**src/rtl/mc_pkg.sv**
```systemverilog
// Shared constants, types and helpers for the 16x16 motion-compensated predictor.
// The reconstruction helper only exists when MC_RECON_EN is defined.
package mc_pkg;

  localparam int BLK_SIZE   = 16;
  localparam int DEF_BASE_X = 100;
  localparam int DEF_BASE_Y = 100;
  localparam int PIX_W      = 8;
  localparam int MV_W       = 6;
  localparam int ADDR_W     = 12;
  localparam int POS_W      = $clog2(BLK_SIZE);
  localparam int RES_W      = 9;

  localparam logic [POS_W-1:0] POS_MAX = POS_W'(BLK_SIZE - 1);

  typedef enum logic [1:0] {
    IDLE,
    FETCH,
    DRAIN,
    DONE
  } state_t;

  typedef struct packed {
    logic [PIX_W-1:0] data;
    logic [POS_W-1:0] x;
    logic [POS_W-1:0] y;
    logic             last;
  } pix_entry_t;

`ifdef MC_RECON_EN
  // Prediction plus signed residual, saturated to the 8-bit pixel range.
  function automatic logic [PIX_W-1:0] recon_clip(input logic [PIX_W-1:0] pix,
                                                  input logic signed [RES_W-1:0] res);
    logic signed [RES_W+1:0] sum;
    sum = $signed({3'b000, pix}) + $signed({{2{res[RES_W-1]}}, res});
    if (sum < 11'sd0)   return '0;
    if (sum > 11'sd255) return '1;
    return sum[PIX_W-1:0];
  endfunction
`endif

endpackage

```
**src/rtl/mc_pred_if.sv**
```systemverilog
// Reference-memory read bus and predicted-pixel stream of mc_pred.
// With MC_RECON_EN defined the bus also carries the residual i_res.
interface mc_pred_if;
  import mc_pkg::*;

  logic                    o_ref_rd;
  logic [ADDR_W-1:0]       o_ref_x;
  logic [ADDR_W-1:0]       o_ref_y;
  logic [PIX_W-1:0]        i_ref_pixel;
`ifdef MC_RECON_EN
  logic signed [RES_W-1:0] i_res;
`endif

  logic                    o_pix_valid;
  logic                    i_pix_ready;
  logic [PIX_W-1:0]        o_pix_data;
  logic [POS_W-1:0]        o_pix_x;
  logic [POS_W-1:0]        o_pix_y;
  logic                    o_pix_last;

  modport master (
    output o_ref_rd, o_ref_x, o_ref_y,
    output o_pix_valid, o_pix_data, o_pix_x, o_pix_y, o_pix_last,
`ifdef MC_RECON_EN
    input  i_res,
`endif
    input  i_ref_pixel, i_pix_ready
  );

  modport slave (
    input  o_ref_rd, o_ref_x, o_ref_y,
    input  o_pix_valid, o_pix_data, o_pix_x, o_pix_y, o_pix_last,
`ifdef MC_RECON_EN
    output i_res,
`endif
    output i_ref_pixel, i_pix_ready
  );

endinterface

```
**src/rtl/mc_pix_fifo.sv**
```systemverilog
// Two-entry FIFO of returned pixels tagged with block position and last flag.
// The caller guarantees no push while full; a pop while empty is ignored.
module mc_pix_fifo
  import mc_pkg::*;
(
  input  logic       clk,
  input  logic       rst_n,
  input  logic       push,
  input  pix_entry_t push_entry,
  input  logic       pop,
  output pix_entry_t head,
  output logic [1:0] count
);

  pix_entry_t mem [2];
  logic       wr_ptr;
  logic       rd_ptr;
  logic       do_pop;

  assign do_pop = pop && (count != 2'd0);

  // NOTE: sequential state uses <= so every flop samples pre-edge values.
  always_ff @(posedge clk) begin
    if (!rst_n) begin
      wr_ptr <= 1'b0;
      rd_ptr <= 1'b0;
      count  <= 2'd0;
    end else begin
      if (push)   wr_ptr <= ~wr_ptr;
      if (do_pop) rd_ptr <= ~rd_ptr;
      case ({push, do_pop})
        2'b10:   count <= count + 2'd1;
        2'b01:   count <= count - 2'd1;
        default: ;
      endcase
    end
  end

  // NOTE: storage is not reset; an entry is only visible once count covers it.
  always_ff @(posedge clk) begin
    if (push) mem[wr_ptr] <= push_entry;
  end

  assign head = mem[rd_ptr];

endmodule

```
**src/rtl/mc_pred.sv**
```systemverilog
// Builds one 16x16 prediction block by raster reads from reference memory.
// Define MC_RECON_EN to add the residual input and clipped reconstruction.
module mc_pred
  import mc_pkg::*;
#(
  parameter int BASE_X = DEF_BASE_X,
  parameter int BASE_Y = DEF_BASE_Y
) (
  input  logic                   clk,
  input  logic                   rst_n,
  input  logic                   i_start,
  input  logic signed [MV_W-1:0] i_mv_x,
  input  logic signed [MV_W-1:0] i_mv_y,
  output logic                   o_busy,
  output logic                   o_done,
  mc_pred_if.master              bus
);

  state_t                 state;
  logic signed [MV_W-1:0] mv_x;
  logic signed [MV_W-1:0] mv_y;
  logic [POS_W-1:0]       cnt_x;
  logic [POS_W-1:0]       cnt_y;
  logic [POS_W-1:0]       tag_x;
  logic [POS_W-1:0]       tag_y;
  logic                   inflight;
  logic                   last_acc;

  logic [1:0]             fifo_count;
  logic                   pix_valid;
  logic                   pop;
  logic                   rd_issue;
  logic [2:0]             occupancy;
  logic [2:0]             limit;
  logic [ADDR_W-1:0]      addr_x;
  logic [ADDR_W-1:0]      addr_y;
  pix_entry_t             push_entry;
  pix_entry_t             head;

  // Reads return after exactly one cycle, so one in-flight bit is enough;
  // a read is allowed only if its data is sure to find a free FIFO slot.
  assign pix_valid = (fifo_count != 2'd0);
  assign pop       = pix_valid & bus.i_pix_ready;
  assign occupancy = {1'b0, fifo_count} + {2'b00, inflight};
  assign limit     = 3'd2 + {2'b00, pop};
  assign rd_issue  = (state == FETCH) && (occupancy < limit);

  assign addr_x = ADDR_W'(BASE_X) + {{(ADDR_W-MV_W){mv_x[MV_W-1]}}, mv_x}
                + {{(ADDR_W-POS_W){1'b0}}, cnt_x};
  assign addr_y = ADDR_W'(BASE_Y) + {{(ADDR_W-MV_W){mv_y[MV_W-1]}}, mv_y}
                + {{(ADDR_W-POS_W){1'b0}}, cnt_y};

  always_comb begin
    // NOTE: full default first so no path leaves a field unassigned (no latch).
    push_entry      = '0;
    push_entry.x    = tag_x;
    push_entry.y    = tag_y;
    push_entry.last = (tag_x == POS_MAX) && (tag_y == POS_MAX);
`ifdef MC_RECON_EN
    push_entry.data = recon_clip(bus.i_ref_pixel, bus.i_res);
`else
    push_entry.data = bus.i_ref_pixel;
`endif
  end

  mc_pix_fifo u_fifo (
    .clk        (clk),
    .rst_n      (rst_n),
    .push       (inflight),
    .push_entry (push_entry),
    .pop        (pop),
    .head       (head),
    .count      (fifo_count)
  );

  always_ff @(posedge clk) begin
    if (!rst_n) begin
      state    <= IDLE;
      o_busy   <= 1'b0;
      o_done   <= 1'b0;
      mv_x     <= '0;
      mv_y     <= '0;
      cnt_x    <= '0;
      cnt_y    <= '0;
      tag_x    <= '0;
      tag_y    <= '0;
      inflight <= 1'b0;
      last_acc <= 1'b0;
    end else begin
      o_done   <= 1'b0;
      inflight <= rd_issue;
      if (rd_issue) begin
        tag_x <= cnt_x;
        tag_y <= cnt_y;
      end
      if (pop && head.last) last_acc <= 1'b1;

      case (state)
        IDLE: begin
          if (i_start) begin
            mv_x     <= i_mv_x;
            mv_y     <= i_mv_y;
            cnt_x    <= '0;
            cnt_y    <= '0;
            last_acc <= 1'b0;
            o_busy   <= 1'b1;
            state    <= FETCH;
          end
        end
        FETCH: begin
          if (rd_issue) begin
            cnt_x <= cnt_x + POS_W'(1);
            if (cnt_x == POS_MAX) begin
              cnt_y <= cnt_y + POS_W'(1);
              if (cnt_y == POS_MAX) state <= DRAIN;
            end
          end
        end
        DRAIN: begin
          if ((fifo_count == 2'd0) && !inflight && last_acc) begin
            o_done <= 1'b1;
            state  <= DONE;
          end
        end
        DONE: begin
          o_busy <= 1'b0;
          state  <= IDLE;
        end
        default: state <= IDLE;
      endcase
    end
  end

  assign bus.o_ref_rd    = rd_issue;
  assign bus.o_ref_x     = rd_issue ? addr_x : '0;
  assign bus.o_ref_y     = rd_issue ? addr_y : '0;
  assign bus.o_pix_valid = pix_valid;
  assign bus.o_pix_data  = pix_valid ? head.data : '0;
  assign bus.o_pix_x     = pix_valid ? head.x    : '0;
  assign bus.o_pix_y     = pix_valid ? head.y    : '0;
  assign bus.o_pix_last  = pix_valid & head.last;

endmodule
```
**src/flat_wrapper.sv**
```systemverilog
// flat-port wrapper written by rule: the top's interface ports become plain ports
module mc_pred_flat import mc_pkg::*;
#(
  parameter int BASE_X = DEF_BASE_X,
  parameter int BASE_Y = DEF_BASE_Y
)
  (clk, rst_n, i_start, i_mv_x, i_mv_y, o_busy, o_done, bus_o_ref_rd, bus_o_ref_x, bus_o_ref_y, bus_o_pix_valid, bus_o_pix_data, bus_o_pix_x, bus_o_pix_y, bus_o_pix_last, bus_i_ref_pixel, bus_i_pix_ready);
  mc_pred_if bus_i ();
  input  logic clk;
  input  logic rst_n;
  input  logic i_start;
  input  logic signed [MV_W-1:0] i_mv_x;
  input  logic signed [MV_W-1:0] i_mv_y;
  output logic o_busy;
  output logic o_done;
  output wire logic [$bits(bus_i.o_ref_rd)-1:0] bus_o_ref_rd;
  output wire logic [$bits(bus_i.o_ref_x)-1:0] bus_o_ref_x;
  output wire logic [$bits(bus_i.o_ref_y)-1:0] bus_o_ref_y;
  output wire logic [$bits(bus_i.o_pix_valid)-1:0] bus_o_pix_valid;
  output wire logic [$bits(bus_i.o_pix_data)-1:0] bus_o_pix_data;
  output wire logic [$bits(bus_i.o_pix_x)-1:0] bus_o_pix_x;
  output wire logic [$bits(bus_i.o_pix_y)-1:0] bus_o_pix_y;
  output wire logic [$bits(bus_i.o_pix_last)-1:0] bus_o_pix_last;
  input wire logic [$bits(bus_i.i_ref_pixel)-1:0] bus_i_ref_pixel;
  input wire logic [$bits(bus_i.i_pix_ready)-1:0] bus_i_pix_ready;
  assign bus_o_ref_rd = bus_i.o_ref_rd;
  assign bus_o_ref_x = bus_i.o_ref_x;
  assign bus_o_ref_y = bus_i.o_ref_y;
  assign bus_o_pix_valid = bus_i.o_pix_valid;
  assign bus_o_pix_data = bus_i.o_pix_data;
  assign bus_o_pix_x = bus_i.o_pix_x;
  assign bus_o_pix_y = bus_i.o_pix_y;
  assign bus_o_pix_last = bus_i.o_pix_last;
  assign bus_i.i_ref_pixel = bus_i_ref_pixel;
  assign bus_i.i_pix_ready = bus_i_pix_ready;
  mc_pred #(.BASE_X(BASE_X), .BASE_Y(BASE_Y)) u_core (.clk(clk), .rst_n(rst_n), .i_start(i_start), .i_mv_x(i_mv_x), .i_mv_y(i_mv_y), .o_busy(o_busy), .o_done(o_done), .bus(bus_i));
endmodule
```
**config.mk**
```make
export PLATFORM = sky130hd
export DESIGN_NAME = mc_pred_flat
export DESIGN_NICKNAME = d
export VERILOG_FILES = /design/src/rtl/mc_pkg.sv /design/src/rtl/mc_pred_if.sv /design/src/rtl/mc_pix_fifo.sv /design/src/rtl/mc_pred.sv /design/src/flat_wrapper.sv
export SDC_FILE = /design/constraint.sdc
export NUM_CORES = 1
export LEC_CHECK = 0
export CAP_MARGIN = 20
export CORE_ASPECT_RATIO = 0.7
export CORE_MARGIN = 4
export CORE_UTILIZATION = 52
export DETAILED_ROUTE_END_ITERATION = 7
export HOLD_SLACK_MARGIN = 0.15
export PLACE_DENSITY = 0.78
export SYNTH_ARGS = -nofsm -noshare
export SYNTH_HDL_FRONTEND = slang
export SYNTH_SLANG_ARGS = --single-unit
```
**constraint.sdc**
```tcl
create_clock -name clk -period 2.4 [get_ports clk]
set_clock_uncertainty 0.05 [all_clocks]
set_input_delay 0.48 -clock clk [delete_from_list [all_inputs] [get_ports clk]]
set_output_delay 0.48 -clock clk [all_outputs]
set_load 0.02 [all_outputs]
```
==> results.sh <==
export IMPL_syn_to_final_growth_pct=46.97
export IMPL_die_x_um=107.9
export IMPL_dieArea_um2=8405
export IMPL_wl_met1_um=4390
export IMPL_slew_headroom_pct=59.77
export IMPL_critPathArrivalTime_ns=2.07
export IMPL_clockPowerShare_pct=20.9
export IMPL_core_um2=6756
export IMPL_synth_area_leaders="edfxtp_1 (28%), dfxtp_1 (22%), ha_1 (7.2%)"
export IMPL_vias_per_cell=5.387
export IMPL_synth_top_family_by_area="simple AND/OR/NAND/NOR gates"
export IMPL_dr_wl_met2_um=5090
export IMPL_syn_cell_area_um2=3631
export IMPL_violations="setup timing"
export IMPL_grt_overflow_total=0
export IMPL_cp_required_ns=1.87
export IMPL_synth_most_common_cell="nand2_1"
export IMPL_ant_nets=0
export IMPL_critPathLaunchType="flop"
export IMPL_netSwitchingFraction_pct=39.96
export IMPL_p_int_mw=3.167
export IMPL_fmax_mhz=384.8
export IMPL_critPathKind="flop to primary output"
export IMPL_cts_htree_levels=3
export IMPL_antenna_found_initial=0
export IMPL_wl_met3_um=621
export IMPL_clock_sinks=73
export IMPL_fin_ws_ns=-0.1984
export IMPL_setup_viol=9
export IMPL_synth_common_cells="nand2_1 (57), nor2_1 (41), dfxtp_1 (39), edfxtp_1 (34), a21oi_1 (31)"
export IMPL_antenna_cells=0
export IMPL_powerDensity_nw_per_um2=988.4
export IMPL_cts_tree="built"
export IMPL_cts_root_buf="clkbuf_8"
export IMPL_synthArstFlopShare_pct=0
export IMPL_critPathCaptureType="primary output"
export IMPL_drt_wl_total_um=10370
export IMPL_gp_congestion=0.8800
export IMPL_initial_core_util_pct=53.74
export IMPL_cts_buffers=9
export IMPL_dp_cells=563
export IMPL_ir_drop_v=0.0006738
export IMPL_stdcell_area_um2=5336
export IMPL_worstMarginPinSlew_ns=0.6035
export IMPL_rsz0062_at_grt="yes"
export IMPL_fin_cells=587
export IMPL_p_sw_mw=2.107
export IMPL_seq_area_frac_synth_pct=49.62
export IMPL_synthCells=366
export IMPL_cap_violations=0
export IMPL_clk_pin_slew_ns=0.09
export IMPL_clock_latency_ns=0.35
export IMPL_drc=0
export IMPL_clock_path_buffers=2
export IMPL_yosys_area_share_simple_pct=15.99
export IMPL_outcome="finished with violations"
export IMPL_io_pin_count=69
export IMPL_die_h_um=77.92
export IMPL_synth_top_area_share_pct=28.12
export IMPL_drive_above_1_share_pct=34.08
export IMPL_synth_top_area_cell="edfxtp_1"
export IMPL_first_global_vias=3236
export IMPL_pwr_share_comb_pct=48.6
export IMPL_drt_iter0_drc=260
export IMPL_grt_pass1_wl_um=15850
export IMPL_ys_warn_count=0
export IMPL_crit_path_max_fanout=3
export IMPL_hold_viol=0
export IMPL_ys_flop_type="dfxtp_1"
export IMPL_wl_per_cell_um=17.66
export IMPL_dr_pass1_iters=5
export IMPL_yosys_area_share_adder_pct=8.890
export IMPL_final_nets=535
export IMPL_synth_seq_cells=73
export IMPL_fin_util_pct=78.98
export IMPL_place_ws_ns=-0.4495
export IMPL_period_share_pct=108.3
export IMPL_syn_area_per_cell_um2=9.921
export IMPL_period_minus_slack_ns=2.598
export IMPL_grtUsageTotal_pct=24.53
export IMPL_io_buffers=60
export IMPL_grt_max_degree=20
export IMPL_synth_xor_area_share_pct=3.859
export IMPL_hpwlAfterDp_um=6168
export IMPL_synthMuxAreaShare_pct=4.686
export IMPL_vias=3162
export IMPL_synth_distinct_cells=49
export IMPL_dpl_cell_area_um2=4710
export IMPL_pwr_share_seq_pct=30.6
export IMPL_synth_edf_count=34
export IMPL_synth_compound_area_share_pct=12.10
export IMPL_dr_max_layer_used="met4"
export IMPL_power_leakage_nw=2.122
export IMPL_maxSlewViolCount=0
export IMPL_rows=25
export IMPL_min_path_type="flop to flop"
[layout by cell type, fill, tap and decap left out, types with 4 or more instances in the layout]
cell | synthesis | layout
xor2_1 | 10 | 7
ha_4 | 0 | 12
a21o_1 | 4 | 4
mux2i_1 | 17 | 17
a21oi_4 | 0 | 4
edfxtp_1 | 34 | 34
clkbuf_8 | 0 | 9
buf_6 | 0 | 12
inv_1 | 15 | 12
a21oi_1 | 31 | 27
buf_2 | 3 | 5
xnor2_1 | 6 | 4
ha_1 | 21 | 6
and2_1 | 4 | 4
dlygate4sd2_1 | 0 | 17
nor2_1 | 41 | 39
clkdlybuf4s50_1 | 0 | 26
dfxtp_1 | 39 | 25
conb_1 | 1 | 8
dfxtp_2 | 0 | 13
nor3_1 | 4 | 4
nand3_1 | 10 | 9
buf_4 | 8 | 62
nand2_1 | 57 | 52
[timing repair]
item,4_1_cts,5_1_grt
endpoints found under the setup margin,31,18
pin swaps,32,17
resized for setup,144,37
hold endpoints to repair,0,0
buffers inserted,3,5
hold buffers,0,0
[power by group through the flow]
stage | logic (mW) | registers, mW | clock network [mW]
finish | 2.56 | 1.61 | 1.10
global route | 2.76 | 1.63 | 1.17
CTS | 2.41 | 1.59 | 1.11
detailed placement | 2.37 | 1.60 | 0
global placement | 2.31 | 1.59 | 0
floorplan | 1.32 | 1.61 | 0
[per-stage QoR]
| step | setup TNS [ns] | hold WS [ns] | power, mW |
|---|---|---|---|
| after detailed placement | -5.709 | 0.4140 | 3.971 |
| after floorplan | 0 | 0.3900 | 2.922 |
| after global routing | -1.915 | 0.4552 | 5.556 |
| after global placement | -5.271 | 0.4014 | 3.901 |
| after CTS | -0.8086 | 0.4240 | 5.110 |
| final | -1.182 | 0.4439 | 5.274 |
[path summary, 6_finish.rpt]
path | from | to | slack, ns | cells after the start
min reg2reg | u_core.tag_y[0] | u_core.u_fifo.mem[1][1] | 0.44 | 0
min | u_core.tag_y[0] | u_core.u_fifo.mem[1][1] | 0.44 | 0
max | u_core.mv_x[2] | bus_o_ref_x[6] | -0.20 | 9
max reg2reg | u_core.u_fifo.count[0] | u_core.cnt_y[0] | 0.40 | 7
[cell families (layout without fill, tap and decap cells)]
group,after synthesis,in the layout
compound gates,65,65
xor+xnor,16,16
buf+inv,37,157
flops,73,73
mux,17,17
fa+ha+maj,25,25
other cells,1,8
simple gates,132,132
[sequential cells by signal, indices dropped and copies added, names as in the netlist, named ones only]
register              flops
u_core.cnt_x              4
u_core.cnt_y              4
u_core.inflight           1
u_core.last_acc           1
u_core.mv_x               6
u_core.mv_y               6
u_core.o_busy             1
u_core.o_done             1
u_core.state              2
u_core.tag_x              4
u_core.tag_y              4
u_core.u_fifo.count       2
u_core.u_fifo.mem        34
u_core.u_fifo.rd_ptr      1
u_core.u_fifo.wr_ptr      1
[critical path, stage by stage (launching register included)]
cell	delay (ns)
dfxtp_2	0.36
ha_4	0.31
ha_4	0.21
a21oi_4	0.12
o21ai_2	0.08
buf_6	0.13
nand2_4	0.05
a31oi_4	0.07
a211oi_2	0.20
buf_4	0.17
[layout make-up]
class	count	area, um^2
tap	94	117.6
timing repair buffer	124	1060
sequential	73	1822
clock buffer	9	123.9
clock inverter	7	102.6
fill	425	1420
inverter	17	66.31
multi-input combinational	263	2044
[layer usage]
layer / up-vias / global-route usage (%)
met5: - / 0
met4: 0 / 6.683
met3: 21 / 7.232
met2: 121 / 42.18
met1: 1527 / 29.98
li1: 1493 / -
Note: power is estimated with default switching activity, not from simulation.
